### config.mk
export PLATFORM = sky130hd
export DESIGN_NAME = idli_iob_m_flat
export DESIGN_NICKNAME = d
export VERILOG_FILES = /design/src/rtl/idli_iob_pkg.sv /design/src/rtl/idli_iob_if.sv /design/src/rtl/idli_iob_fifo_m.sv /design/src/rtl/idli_iob_m.sv /design/src/flat_wrapper.sv
export SDC_FILE = /design/constraint.sdc
export NUM_CORES = 1
export LEC_CHECK = 0
export ABC_AREA = 1
export BUFFER_PORTS_ARGS = -buffer_cell sky130_fd_sc_hd__buf_2
export CORE_MARGIN = 10
export CORE_UTILIZATION = 55
export DETAILED_ROUTE_END_ITERATION = 10
export PLACE_DENSITY = 0.82
export SETUP_SLACK_MARGIN = 0.2
export SLEW_MARGIN = 20
export SYNTH_ARGS = -nofsm -noshare
export SYNTH_HDL_FRONTEND = slang
export SYNTH_SLANG_ARGS = --single-unit
### constraint.sdc
create_clock -name i_iob_gck -period 3 [get_ports i_iob_gck]
set_clock_uncertainty 0.15 [all_clocks]
set_input_delay 0.15 -clock i_iob_gck [delete_from_list [all_inputs] [get_ports i_iob_gck]]
set_output_delay 0.15 -clock i_iob_gck [all_outputs]
set_load 0.005 [all_outputs]
### src/rtl/idli_iob_pkg.sv
// Shared constants, helper functions and serialiser state type for the idli I/O bridge.
package idli_iob_pkg;

    function automatic int f_nib(input int word_w, input int data_w);
        return word_w / data_w;
    endfunction

    function automatic int f_idx_w(input int nib);
        return (nib > 1) ? $clog2(nib) : 1;
    endfunction

    function automatic int f_lvl_w(input int depth);
        return $clog2(depth + 1);
    endfunction

    typedef enum logic {
        IDLE  = 1'b0,
        SHIFT = 1'b1
    } ser_state_t;

endpackage

### src/rtl/idli_iob_if.sv
// Handshake bundle of the idli I/O bridge: pin-side nibble ports, core-side word ports, FIFO levels.
interface idli_iob_if
    import idli_iob_pkg::*;
#(
    parameter int DATA_W = 4,
    parameter int WORD_W = 16,
    parameter int DEPTH  = 4
);
    localparam int LVL_W = f_lvl_w(DEPTH);

    logic [DATA_W-1:0] i_iob_pin_din;
    logic              i_iob_pin_din_vld;
    logic              o_iob_pin_din_acp;
    logic [DATA_W-1:0] o_iob_pin_dout;
    logic              o_iob_pin_dout_vld;
    logic              i_iob_pin_dout_acp;
    logic [WORD_W-1:0] o_iob_core_din;
    logic              o_iob_core_din_vld;
    logic              i_iob_core_din_acp;
    logic [WORD_W-1:0] i_iob_core_dout;
    logic              i_iob_core_dout_vld;
    logic              o_iob_core_dout_acp;
    logic [LVL_W-1:0]  o_iob_rx_lvl;
    logic [LVL_W-1:0]  o_iob_tx_lvl;

    modport slave (
        input  i_iob_pin_din, i_iob_pin_din_vld, i_iob_pin_dout_acp,
        input  i_iob_core_din_acp, i_iob_core_dout, i_iob_core_dout_vld,
        output o_iob_pin_din_acp, o_iob_pin_dout, o_iob_pin_dout_vld,
        output o_iob_core_din, o_iob_core_din_vld, o_iob_core_dout_acp,
        output o_iob_rx_lvl, o_iob_tx_lvl
    );

    modport master (
        output i_iob_pin_din, i_iob_pin_din_vld, i_iob_pin_dout_acp,
        output i_iob_core_din_acp, i_iob_core_dout, i_iob_core_dout_vld,
        input  o_iob_pin_din_acp, o_iob_pin_dout, o_iob_pin_dout_vld,
        input  o_iob_core_din, o_iob_core_din_vld, o_iob_core_dout_acp,
        input  o_iob_rx_lvl, o_iob_tx_lvl
    );

endinterface

### src/rtl/idli_iob_fifo_m.sv
// Show-ahead FIFO with level counter; full always blocks a push, even alongside a pop.
module idli_iob_fifo_m
    import idli_iob_pkg::*;
#(
    parameter int WIDTH = 16,
    parameter int DEPTH = 4
) (
    input  logic                        i_clk,
    input  logic                        i_rst,
    input  logic                        i_flush,
    input  logic                        i_push,
    input  logic                        i_pop,
    input  logic [WIDTH-1:0]            i_data,
    output logic [WIDTH-1:0]            o_data,
    output logic                        o_full,
    output logic                        o_empty,
    output logic [f_lvl_w(DEPTH)-1:0]   o_lvl
);
    localparam int AW    = (DEPTH > 1) ? $clog2(DEPTH) : 1;
    localparam int LVL_W = f_lvl_w(DEPTH);

    logic [WIDTH-1:0] r_mem [DEPTH];
    logic [AW-1:0]    r_wr_ptr;
    logic [AW-1:0]    r_rd_ptr;
    logic [LVL_W-1:0] r_lvl;
    logic             w_push;
    logic             w_pop;

    assign o_full  = (r_lvl == LVL_W'(DEPTH));
    assign o_empty = (r_lvl == '0);
    assign w_push  = i_push && !o_full;
    assign w_pop   = i_pop && !o_empty;
    assign o_lvl   = r_lvl;
    // Head is masked while empty so stale entries never reach the output.
    assign o_data  = o_empty ? '0 : r_mem[r_rd_ptr];

    always_ff @(posedge i_clk) begin
        if (i_rst || i_flush) begin
            r_wr_ptr <= '0;
            r_rd_ptr <= '0;
            r_lvl    <= '0;
        end else begin
            if (w_push) r_wr_ptr <= r_wr_ptr + 1'b1;
            if (w_pop)  r_rd_ptr <= r_rd_ptr + 1'b1;
            if (w_push && !w_pop)      r_lvl <= r_lvl + 1'b1;
            else if (w_pop && !w_push) r_lvl <= r_lvl - 1'b1;
        end
    end

    always_ff @(posedge i_clk) begin
        if (w_push) r_mem[r_wr_ptr] <= i_data;
    end

endmodule

### src/rtl/idli_iob_m.sv
// idli I/O bridge: nibble assembler into an RX FIFO, TX FIFO drained by a nibble serialiser.
//  state | meaning
//  IDLE  | no word being sent; pops TX FIFO head as soon as it is non-empty
//  SHIFT | nibble r_tx_idx of current word on the pins, LSB nibble first
module idli_iob_m
    import idli_iob_pkg::*;
#(
    parameter int DATA_W = 4,
    parameter int WORD_W = 16,
    parameter int DEPTH  = 4
) (
    input  logic       i_iob_gck,
    input  logic       i_iob_rst,
    input  logic       i_iob_flush,
    idli_iob_if.slave  io
);
    localparam int NIB   = f_nib(WORD_W, DATA_W);
    localparam int IDX_W = f_idx_w(NIB);
    localparam int LVL_W = f_lvl_w(DEPTH);
    localparam logic [IDX_W-1:0] IDX_LAST = IDX_W'(NIB - 1);

    if (WORD_W % DATA_W != 0) begin : g_chk_div
        $error("idli_iob_m: WORD_W must be a multiple of DATA_W");
    end
    if (NIB < 2) begin : g_chk_nib
        $error("idli_iob_m: WORD_W must hold at least two DATA_W nibbles");
    end
    if ((DEPTH < 2) || ((DEPTH & (DEPTH - 1)) != 0)) begin : g_chk_depth
        $error("idli_iob_m: DEPTH must be a power of two and at least 2");
    end

    logic              w_clr;
    logic              w_pin_din_acp;
    logic              w_core_dout_acp;
    logic [WORD_W-1:0] w_rx_word;
    logic              w_rx_push;
    logic              w_rx_pop;
    logic              w_rx_full;
    logic              w_rx_empty;
    logic [WORD_W-1:0] w_rx_head;
    logic [LVL_W-1:0]  w_rx_lvl;
    logic              w_tx_push;
    logic              w_tx_pop;
    logic              w_tx_full;
    logic              w_tx_empty;
    logic [WORD_W-1:0] w_tx_head;
    logic [LVL_W-1:0]  w_tx_lvl;
    logic              w_tx_last;

    logic [IDX_W-1:0]  r_rx_idx;
    logic [WORD_W-1:0] r_rx_word;
    ser_state_t        r_state;
    logic [IDX_W-1:0]  r_tx_idx;
    logic [WORD_W-1:0] r_tx_word;
    logic [DATA_W-1:0] r_pin_dout;
    logic              r_pin_dout_vld;

    assign w_clr           = i_iob_rst || i_iob_flush;
    assign w_pin_din_acp   = !w_clr && !((r_rx_idx == IDX_LAST) && w_rx_full);
    assign w_core_dout_acp = !w_clr && !w_tx_full;

    // Nibbles shift in from the top, so after NIB accepts nibble 0 sits in the low bits.
    assign w_rx_word = {io.i_iob_pin_din, r_rx_word[WORD_W-1:DATA_W]};
    assign w_rx_push = io.i_iob_pin_din_vld && w_pin_din_acp && (r_rx_idx == IDX_LAST);
    assign w_rx_pop  = io.i_iob_core_din_acp && !w_rx_empty && !w_clr;
    assign w_tx_push = io.i_iob_core_dout_vld && w_core_dout_acp;
    assign w_tx_last = (r_state == SHIFT) && io.i_iob_pin_dout_acp && (r_tx_idx == IDX_LAST);
    assign w_tx_pop  = !w_clr && !w_tx_empty && ((r_state == IDLE) || w_tx_last);

    always_ff @(posedge i_iob_gck) begin
        if (w_clr) begin
            r_rx_idx  <= '0;
            r_rx_word <= '0;
        end else if (io.i_iob_pin_din_vld && w_pin_din_acp) begin
            r_rx_word <= w_rx_word;
            r_rx_idx  <= (r_rx_idx == IDX_LAST) ? '0 : r_rx_idx + 1'b1;
        end
    end

    // A pop on the last accepted nibble reloads in place, keeping the pins busy without a bubble.
    always_ff @(posedge i_iob_gck) begin
        if (w_clr) begin
            r_state        <= IDLE;
            r_tx_idx       <= '0;
            r_tx_word      <= '0;
            r_pin_dout     <= '0;
            r_pin_dout_vld <= 1'b0;
        end else if (w_tx_pop) begin
            r_state        <= SHIFT;
            r_tx_idx       <= '0;
            r_tx_word      <= w_tx_head >> DATA_W;
            r_pin_dout     <= w_tx_head[DATA_W-1:0];
            r_pin_dout_vld <= 1'b1;
        end else if ((r_state == SHIFT) && io.i_iob_pin_dout_acp) begin
            if (r_tx_idx == IDX_LAST) begin
                r_state        <= IDLE;
                r_pin_dout     <= '0;
                r_pin_dout_vld <= 1'b0;
            end else begin
                r_tx_idx   <= r_tx_idx + 1'b1;
                r_tx_word  <= r_tx_word >> DATA_W;
                r_pin_dout <= r_tx_word[DATA_W-1:0];
            end
        end
    end

    idli_iob_fifo_m #(.WIDTH(WORD_W), .DEPTH(DEPTH)) u_rx_fifo (
        .i_clk   (i_iob_gck),
        .i_rst   (i_iob_rst),
        .i_flush (i_iob_flush),
        .i_push  (w_rx_push),
        .i_pop   (w_rx_pop),
        .i_data  (w_rx_word),
        .o_data  (w_rx_head),
        .o_full  (w_rx_full),
        .o_empty (w_rx_empty),
        .o_lvl   (w_rx_lvl)
    );

    idli_iob_fifo_m #(.WIDTH(WORD_W), .DEPTH(DEPTH)) u_tx_fifo (
        .i_clk   (i_iob_gck),
        .i_rst   (i_iob_rst),
        .i_flush (i_iob_flush),
        .i_push  (w_tx_push),
        .i_pop   (w_tx_pop),
        .i_data  (io.i_iob_core_dout),
        .o_data  (w_tx_head),
        .o_full  (w_tx_full),
        .o_empty (w_tx_empty),
        .o_lvl   (w_tx_lvl)
    );

    assign io.o_iob_pin_din_acp   = w_pin_din_acp;
    assign io.o_iob_pin_dout      = r_pin_dout;
    assign io.o_iob_pin_dout_vld  = r_pin_dout_vld;
    assign io.o_iob_core_din      = w_rx_head;
    assign io.o_iob_core_din_vld  = !w_rx_empty;
    assign io.o_iob_core_dout_acp = w_core_dout_acp;
    assign io.o_iob_rx_lvl        = w_rx_lvl;
    assign io.o_iob_tx_lvl        = w_tx_lvl;

endmodule

### src/flat_wrapper.sv
// flat-port wrapper written by rule: the top's interface ports become plain ports
module idli_iob_m_flat import idli_iob_pkg::*;
#(
    parameter int DATA_W = 4,
    parameter int WORD_W = 16,
    parameter int DEPTH  = 4
)
  (i_iob_gck, i_iob_rst, i_iob_flush, io_i_iob_pin_din, io_i_iob_pin_din_vld, io_i_iob_pin_dout_acp, io_i_iob_core_din_acp, io_i_iob_core_dout, io_i_iob_core_dout_vld, io_o_iob_pin_din_acp, io_o_iob_pin_dout, io_o_iob_pin_dout_vld, io_o_iob_core_din, io_o_iob_core_din_vld, io_o_iob_core_dout_acp, io_o_iob_rx_lvl, io_o_iob_tx_lvl);
  idli_iob_if #(.DATA_W(DATA_W), .WORD_W(WORD_W), .DEPTH(DEPTH)) io_i ();
  input  logic i_iob_gck;
  input  logic i_iob_rst;
  input  logic i_iob_flush;
  input wire logic [$bits(io_i.i_iob_pin_din)-1:0] io_i_iob_pin_din;
  input wire logic [$bits(io_i.i_iob_pin_din_vld)-1:0] io_i_iob_pin_din_vld;
  input wire logic [$bits(io_i.i_iob_pin_dout_acp)-1:0] io_i_iob_pin_dout_acp;
  input wire logic [$bits(io_i.i_iob_core_din_acp)-1:0] io_i_iob_core_din_acp;
  input wire logic [$bits(io_i.i_iob_core_dout)-1:0] io_i_iob_core_dout;
  input wire logic [$bits(io_i.i_iob_core_dout_vld)-1:0] io_i_iob_core_dout_vld;
  output wire logic [$bits(io_i.o_iob_pin_din_acp)-1:0] io_o_iob_pin_din_acp;
  output wire logic [$bits(io_i.o_iob_pin_dout)-1:0] io_o_iob_pin_dout;
  output wire logic [$bits(io_i.o_iob_pin_dout_vld)-1:0] io_o_iob_pin_dout_vld;
  output wire logic [$bits(io_i.o_iob_core_din)-1:0] io_o_iob_core_din;
  output wire logic [$bits(io_i.o_iob_core_din_vld)-1:0] io_o_iob_core_din_vld;
  output wire logic [$bits(io_i.o_iob_core_dout_acp)-1:0] io_o_iob_core_dout_acp;
  output wire logic [$bits(io_i.o_iob_rx_lvl)-1:0] io_o_iob_rx_lvl;
  output wire logic [$bits(io_i.o_iob_tx_lvl)-1:0] io_o_iob_tx_lvl;
  assign io_i.i_iob_pin_din = io_i_iob_pin_din;
  assign io_i.i_iob_pin_din_vld = io_i_iob_pin_din_vld;
  assign io_i.i_iob_pin_dout_acp = io_i_iob_pin_dout_acp;
  assign io_i.i_iob_core_din_acp = io_i_iob_core_din_acp;
  assign io_i.i_iob_core_dout = io_i_iob_core_dout;
  assign io_i.i_iob_core_dout_vld = io_i_iob_core_dout_vld;
  assign io_o_iob_pin_din_acp = io_i.o_iob_pin_din_acp;
  assign io_o_iob_pin_dout = io_i.o_iob_pin_dout;
  assign io_o_iob_pin_dout_vld = io_i.o_iob_pin_dout_vld;
  assign io_o_iob_core_din = io_i.o_iob_core_din;
  assign io_o_iob_core_din_vld = io_i.o_iob_core_din_vld;
  assign io_o_iob_core_dout_acp = io_i.o_iob_core_dout_acp;
  assign io_o_iob_rx_lvl = io_i.o_iob_rx_lvl;
  assign io_o_iob_tx_lvl = io_i.o_iob_tx_lvl;
  idli_iob_m #(.DATA_W(DATA_W), .WORD_W(WORD_W), .DEPTH(DEPTH)) u_core (.i_iob_gck(i_iob_gck), .i_iob_rst(i_iob_rst), .i_iob_flush(i_iob_flush), .io(io_i));
endmodule
---- Word level (Yosys, flattened, before mapping) ----
Memories as Yosys holds them, arrays and structs flattened. A register that Yosys moved wholly into a read port is not among the register bits.
Index checks and enable logic that the tools add are counted.
word-level totals
  flip-flop bits (word level) ............. 51
  RAM bits ................................ 128
  bits of input ports ..................... 27
  output and inout bits ................... 30
  word-level logic and storage cells ...... 97
  memories ................................ 2
memories
  name                    words  bits a word  read ports  clocked after memory_dff  write ports  line                   RTL
  u_core.u_rx_fifo.r_mem  4      16           1           1                         1            idli_iob_fifo_m.sv:22  logic [WIDTH-1:0] r_mem [DEPTH];
  u_core.u_tx_fifo.r_mem  4      16           1           1                         1            idli_iob_fifo_m.sv:22
operators by class
  $add $sub $neg .......................... 10
  eq/ne operators ......................... 5
  mux-type cells .......................... 24
  bitwise logic cells ..................... 2
  reductions and logical operators ........ 42
operators by type and width
  kind                 number
  $mux 12              3
  $mux 16              2
  $logic_and 1x1->1    20
  $add 2x1->2 const B  6
  $mux 3               4
  $mux 4               3
  $logic_not 1->1      10
  $mux 2               5
  $reduce_bool 2->1    4
  $mux 1               7
  $add 3x1->3 const B  2
  $eq 3x3->1 const B   2
  $logic_not 3->1      2
  $reduce_and 2->1     3
  $sub 3x1->3 const B  2
  $eq 2x2->1 const B   2
  $logic_or 1x1->1     2
  $ne 2x2->1 const B   1
  $not 1->1            2
  $reduce_or 2->1      1

---- Longest topological paths before layout ----
  depth in word-level cells ............... 11
  gate-level depth with buffers ........... 14
  gate-level depth less buffers ........... 13

---- Modules after synthesis ----
Synthesis repeated with hierarchy kept, for this count alone.
second synthesis, totals
  cell total of the unflattened synthesis .. 743
  area total of the unflattened synthesis .. 7564.8 µm²
modules (own cells, without submodules)
  module           instances  cells an instance  area an instance (µm²)  sequential area each (µm²)
  idli_iob_fifo_m  2          260                3031.7                  2102.0
  idli_iob_m       1          223                1501.4                  660.6

---- Least setup slack after synthesis ----
Ideal clock, no wire load.
  path type ............................... register to register
  start ................................... register u_core.r_rx_idx[0]
  end ..................................... register u_core.u_rx_fifo.r_lvl[2], in the netlist u_core.u_rx_fifo.o_lvl[2]
  data arrival time ....................... 1.908 ns
  data required time ...................... 2.728 ns
  path slack .............................. 0.820 ns
  cell stages (with the launch flop) ...... 12
  buffers on the path ..................... 0
  period minus slack after synthesis ...... 2.180 ns
  cells stage by stage .................... dfxtp_1 -> ha_1 -> nand4_1 -> nand4_2 -> inv_1 -> ha_1 -> inv_1 -> fa_1 -> a21oi_1 -> o21ai_0 -> o21ai_0 -> a21oi_1
between the ends
  word-level cells in the longest chain between the ends .. 10
RTL lines
  element                      line                                RTL
  start: declaration           idli_iob_m.sv:50                    logic [IDX_W-1:0] r_rx_idx;
  start signal: assignment     idli_iob_m.sv:76                    r_rx_idx <= (r_rx_idx == IDX_LAST) ? '0 : r_rx_idx + 1'b1;
  $eq 2x2->1 *                 idli_iob_m.sv:59, idli_iob_m.sv:64
  $logic_and 1x1->1            idli_iob_m.sv:59                    assign w_pin_din_acp = !w_clr && !((r_rx_idx == IDX_LAST) && w_rx_full);
  $logic_not 1->1              idli_iob_m.sv:59
  $logic_and 1x1->1            idli_iob_m.sv:59
  $logic_and 1x1->1            idli_iob_m.sv:64                    assign w_rx_push = io.i_iob_pin_din_vld && w_pin_din_acp && (r_rx_idx == IDX_LAST);
  $logic_and 1x1->1 *          idli_iob_m.sv:64
  $logic_and 1x1->1 *          idli_iob_fifo_m.sv:31               assign w_push = i_push && !o_full;
  net u_core.u_rx_fifo.w_push  idli_iob_fifo_m.sv:26               logic w_push;
  $logic_not 1->1              idli_iob_fifo_m.sv:46               else if (w_pop && !w_push) r_lvl <= r_lvl - 1'b1;
  $logic_and 1x1->1            idli_iob_fifo_m.sv:46
  $reduce_bool 2->1 (no line)  -
  end signal: assignment       idli_iob_fifo_m.sv:45               if (w_push && !w_pop) r_lvl <= r_lvl + 1'b1;
  end signal: assignment       idli_iob_fifo_m.sv:46
  end: declaration             idli_iob_fifo_m.sv:25               logic [LVL_W-1:0] r_lvl;
Mark *: on every way through the listed nets, which the timed path passes. The rest lies on a longest branch.
A chain may end at the register's enable or synchronous reset.

---- Final worst setup path ----
  start ................................... input i_iob_flush
  end ..................................... register u_core.u_tx_fifo.r_lvl[1], in the netlist u_core.u_tx_fifo.o_lvl[1]
between the ends
  word-level cells in the longest chain between the ends .. 8
RTL lines
  element                                      line                                          RTL
  start: declaration                           flat_wrapper.sv:12                            input logic i_iob_flush;
  $logic_or 1x1->1 *                           idli_iob_fifo_m.sv:38, idli_iob_m.sv:58
  $logic_not 1->1                              idli_iob_m.sv:60, idli_iob_m.sv:68
  $logic_and 1x1->1, on equally long branches  idli_iob_m.sv:68, idli_iob_m.sv:60
  $logic_and 1x1->1, on equally long branches  idli_iob_m.sv:68, idli_iob_m.sv:66
  $logic_and 1x1->1, on equally long branches  idli_iob_fifo_m.sv:32, idli_iob_fifo_m.sv:31
  $logic_not 1->1, on equally long branches    idli_iob_fifo_m.sv:45, idli_iob_fifo_m.sv:46
  $logic_and 1x1->1, on equally long branches  idli_iob_fifo_m.sv:45, idli_iob_fifo_m.sv:46
  $mux 3 or $reduce_bool 2->1 (tied branches)  -
  end signal: assignment                       idli_iob_fifo_m.sv:45
  end signal: assignment                       idli_iob_fifo_m.sv:46
  end: declaration                             idli_iob_fifo_m.sv:25
Every way passes the cells marked *; elsewhere a longest branch is shown, timed or not.

==> flow_metrics.env <==
export IMPL_syn_nets=775
export IMPL_clock_sinks=179
export IMPL_min_path_type="input port to flop"
export IMPL_routed_via_density=5.13
export IMPL_areaGrowthSynthToFinish_pct=17.4
export IMPL_fill_cells=954
export IMPL_setup_viol=0
export IMPL_clkLatencyLatePin_ps=430
export IMPL_rows=42
export IMPL_ys_warn_count=0
export IMPL_seq_area_sq_um=4860
export IMPL_cts_setup_buffers=0
export IMPL_final_core_util_pct=65.8
export IMPL_io_pins=57
export IMPL_end_kind="flop"
export IMPL_p_leak_nw=3.59
export IMPL_drc=0
export IMPL_worstPathRequired_ps=3160
export IMPL_drt_iter0_drc=507
export IMPL_routedWlPerCell_um=15.5
export IMPL_rsz0062_at_grt="no"
export IMPL_period_needed_ps=2480
export IMPL_max_freq_mhz=403
export IMPL_synthTopCellsByArea="edfxtp_1 52%, dfxtp_1 14%, nand2_1 7.3%"
export IMPL_setup_tns_ps=0
export IMPL_clk_pin_slew_worst_paths_ps=70
export IMPL_ir_drop_mv=0.429
export IMPL_layout_nets=860
export IMPL_cp_arrival_ps=2650
export IMPL_synth_area_sq_um=7420
export IMPL_die_area_sq_um=18500
export IMPL_synth_area_per_cell_sq_um=10.1
export IMPL_slew_viol_final=0
export IMPL_io_buffers=56
export IMPL_grt_pass1_wl_mm=24.7
export IMPL_status="finished, final reports clean"
export IMPL_dr_pass1_iters=5
export IMPL_power_density_nw_per_um2=580
export IMPL_hold_viol_final=0
export IMPL_antenna_found_initial=0
export IMPL_yosysTopAreaCellShare_pct=51.8
export IMPL_start_util_pct=56.0
export IMPL_root_buffer="clkbuf_16"
export IMPL_tightest_slew_ps=844
export IMPL_r2r_setup_slack_ps=630
export IMPL_grt_overflow=0
export IMPL_drive_gt1_share_pct=13.8
export IMPL_slew_headroom_pct=43.6
export IMPL_drv_cap=0
export IMPL_clockBufferDepth=2
export IMPL_finalCritPeriodShare_pct=82.8
export IMPL_core_area_sq_um=13200
export IMPL_holdWs_ps=41.8
export IMPL_routabilityCongestion=0.785
export IMPL_post_synth_top_area_cell="edfxtp_1"
export IMPL_postRouteAntennaNets=0
export IMPL_multiInputGateArea_sq_um=2020
export IMPL_path_class="input port to flop"
export IMPL_die_w_um=136
export IMPL_dpl_hpwl_mm=9.20
export IMPL_track_usage_pct=17.1
export IMPL_grt_max_degree=40
export IMPL_cp_start_kind="input port"
export IMPL_crit_path_max_fanout=15
export IMPL_vias=5169
export IMPL_cts_buffers=17
export IMPL_totalWireLength_mm=15.6
export IMPL_h_tree_depth=4
export IMPL_synthDistinctLibCells=34
export IMPL_ys_seq_area_share_pct=65.6
export IMPL_antennaDiodeCount=0
export IMPL_cts_tree="built"
export IMPL_die_h_um=136
export IMPL_postSynthCellCount=734
export IMPL_ys_ff_latch=179
export IMPL_grt_pass1_vias=5129
-- report_power, final --
group	leakage [nW]	switching (mW)	internal [mW]	total [mW]
Sequential	1.55	0.0106	2.65	2.66
Clock	0.291	0.979	1.26	2.23
Combinational	1.74	0.0902	0.0631	0.153
Total	3.59	1.08	3.97	5.05
-- logic make-up after synthesis --
group / count (synthesis) / share of synthesized area (%)
xor gates and xnor gates: 3 / 0.354
buffers and inverters: 128 / 7.15
and+or+nand+nor: 305 / 17.0
DFF: 179 / 65.6
adders and majority gates: 14 / 2.56
AOI/OAI and AO/OA: 105 / 7.40
-- flip-flops by register name, indices dropped and copies added, names as in the netlist, 3 cells and up, named ones only --
signal,cells
u_core.u_rx_fifo.r_mem,64
u_core.u_tx_fifo.r_mem,64
u_core.r_rx_word,12
u_core.r_tx_word,12
u_core.io.o_iob_pin_dout,4
u_core.u_rx_fifo.o_lvl,3
u_core.u_tx_fifo.o_lvl,3
-- area by class of cell --
| cell class | instances | area share, % |
|---|---|---|
| clock inverters | 14 | 1.92 |
| inverters | 99 | 4.26 |
| repair buffers | 95 | 7.29 |
| flip-flops and latches | 179 | 55.8 |
| well taps | 176 | 2.53 |
| clock buffers | 18 | 4.93 |
| multi-input cells | 427 | 23.2 |
-- layout by cell type, fill, tap and decap left out, drive strengths merged --
cell / instances
nand2: 146
clkinv: 5
nand3b: 1
nor2: 119
xor2: 2
nor3: 1
nand3: 35
a21oi: 33
bufinv: 2
nand4: 2
fa: 2
buf: 70
o21ai: 62
ha: 12
o211ai: 4
and3: 1
o31ai: 1
dfxtp: 51
edfxtp: 128
o22ai: 4
inv: 105
a211oi: 1
clkbuf: 18
xnor2: 1
dlygate4sd3: 25
clkinvlp: 1
-- layer usage --
metal	global-route usage, %	vias up	wire length [um]
met5	0	-	0
met4	7.75	0	356
met3	5.39	34	981
met2	29.8	163	8050
met1	18.8	2398	6220
li1	-	2574	-
-- timing repair --
item                                   4_1_cts  5_1_grt
gates resized for setup                      0        0
endpoints found under the hold margin       98        0
setup endpoints to repair                    0        0
hold buffers                                25        0
-- cell usage after synthesis --
cell,instances
nand2_2,2
nand3b_1,1
a21oi_1,32
buf_4,5
nand3_4,1
ha_1,12
nand3_1,32
and3_1,1
dfxtp_1,51
o21ai_1,4
nor3_4,1
a211oi_1,1
nor2_2,2
nor2_4,1
nand2_1,144
nand4_2,1
xnor2_1,1
o211ai_1,4
a21oi_2,1
nand4_1,1
buf_6,2
nand3_2,2
o31ai_1,1
edfxtp_1,128
o22ai_1,4
clkbuf_1,8
xor2_1,2
buf_1,1
nor2_1,116
buf_2,13
inv_2,3
inv_1,96
o21ai_0,58
fa_1,2
-- critical path, stage by stage --
cell           delay [ps]
dlygate4sd3_1         560
buf_2                 140
nor2_4                220
buf_4                 260
nand3_2               300
ha_1                  300
inv_1                 100
fa_1                  420
o21ai_0               150
a21oi_1                50
-- stage by stage --
| step | area [sq um] | std cells | worst slack (ps) | power (mW) |
|---|---|---|---|---|
| floorplan | 7420 | 734 | 820 | 2.79 |
| global placement | 7870 | 951 | 707 | 2.84 |
| detailed placement | 7870 | 951 | 642 | 2.84 |
| CTS | 8710 | 1008 | 560 | 5.05 |
| global route | 8710 | 1008 | 361 | 5.17 |
| finish | 8710 | 1008 | 517 | 5.05 |
-- path summary, 6_finish.rpt --
check                          startpoint                           end  depth (start not counted)
max                           i_iob_flush     u_core.u_tx_fifo.o_lvl[1]                         10
max reg2reg            u_core.r_rx_idx[0]     u_core.u_rx_fifo.o_lvl[2]                         11
min reg2reg  u_core.u_tx_fifo.r_rd_ptr[1]                          flop                          2
min                  io_i_iob_pin_din_vld  u_core.u_rx_fifo.r_wr_ptr[1]                          4
(Power assumes the default switching activity.)
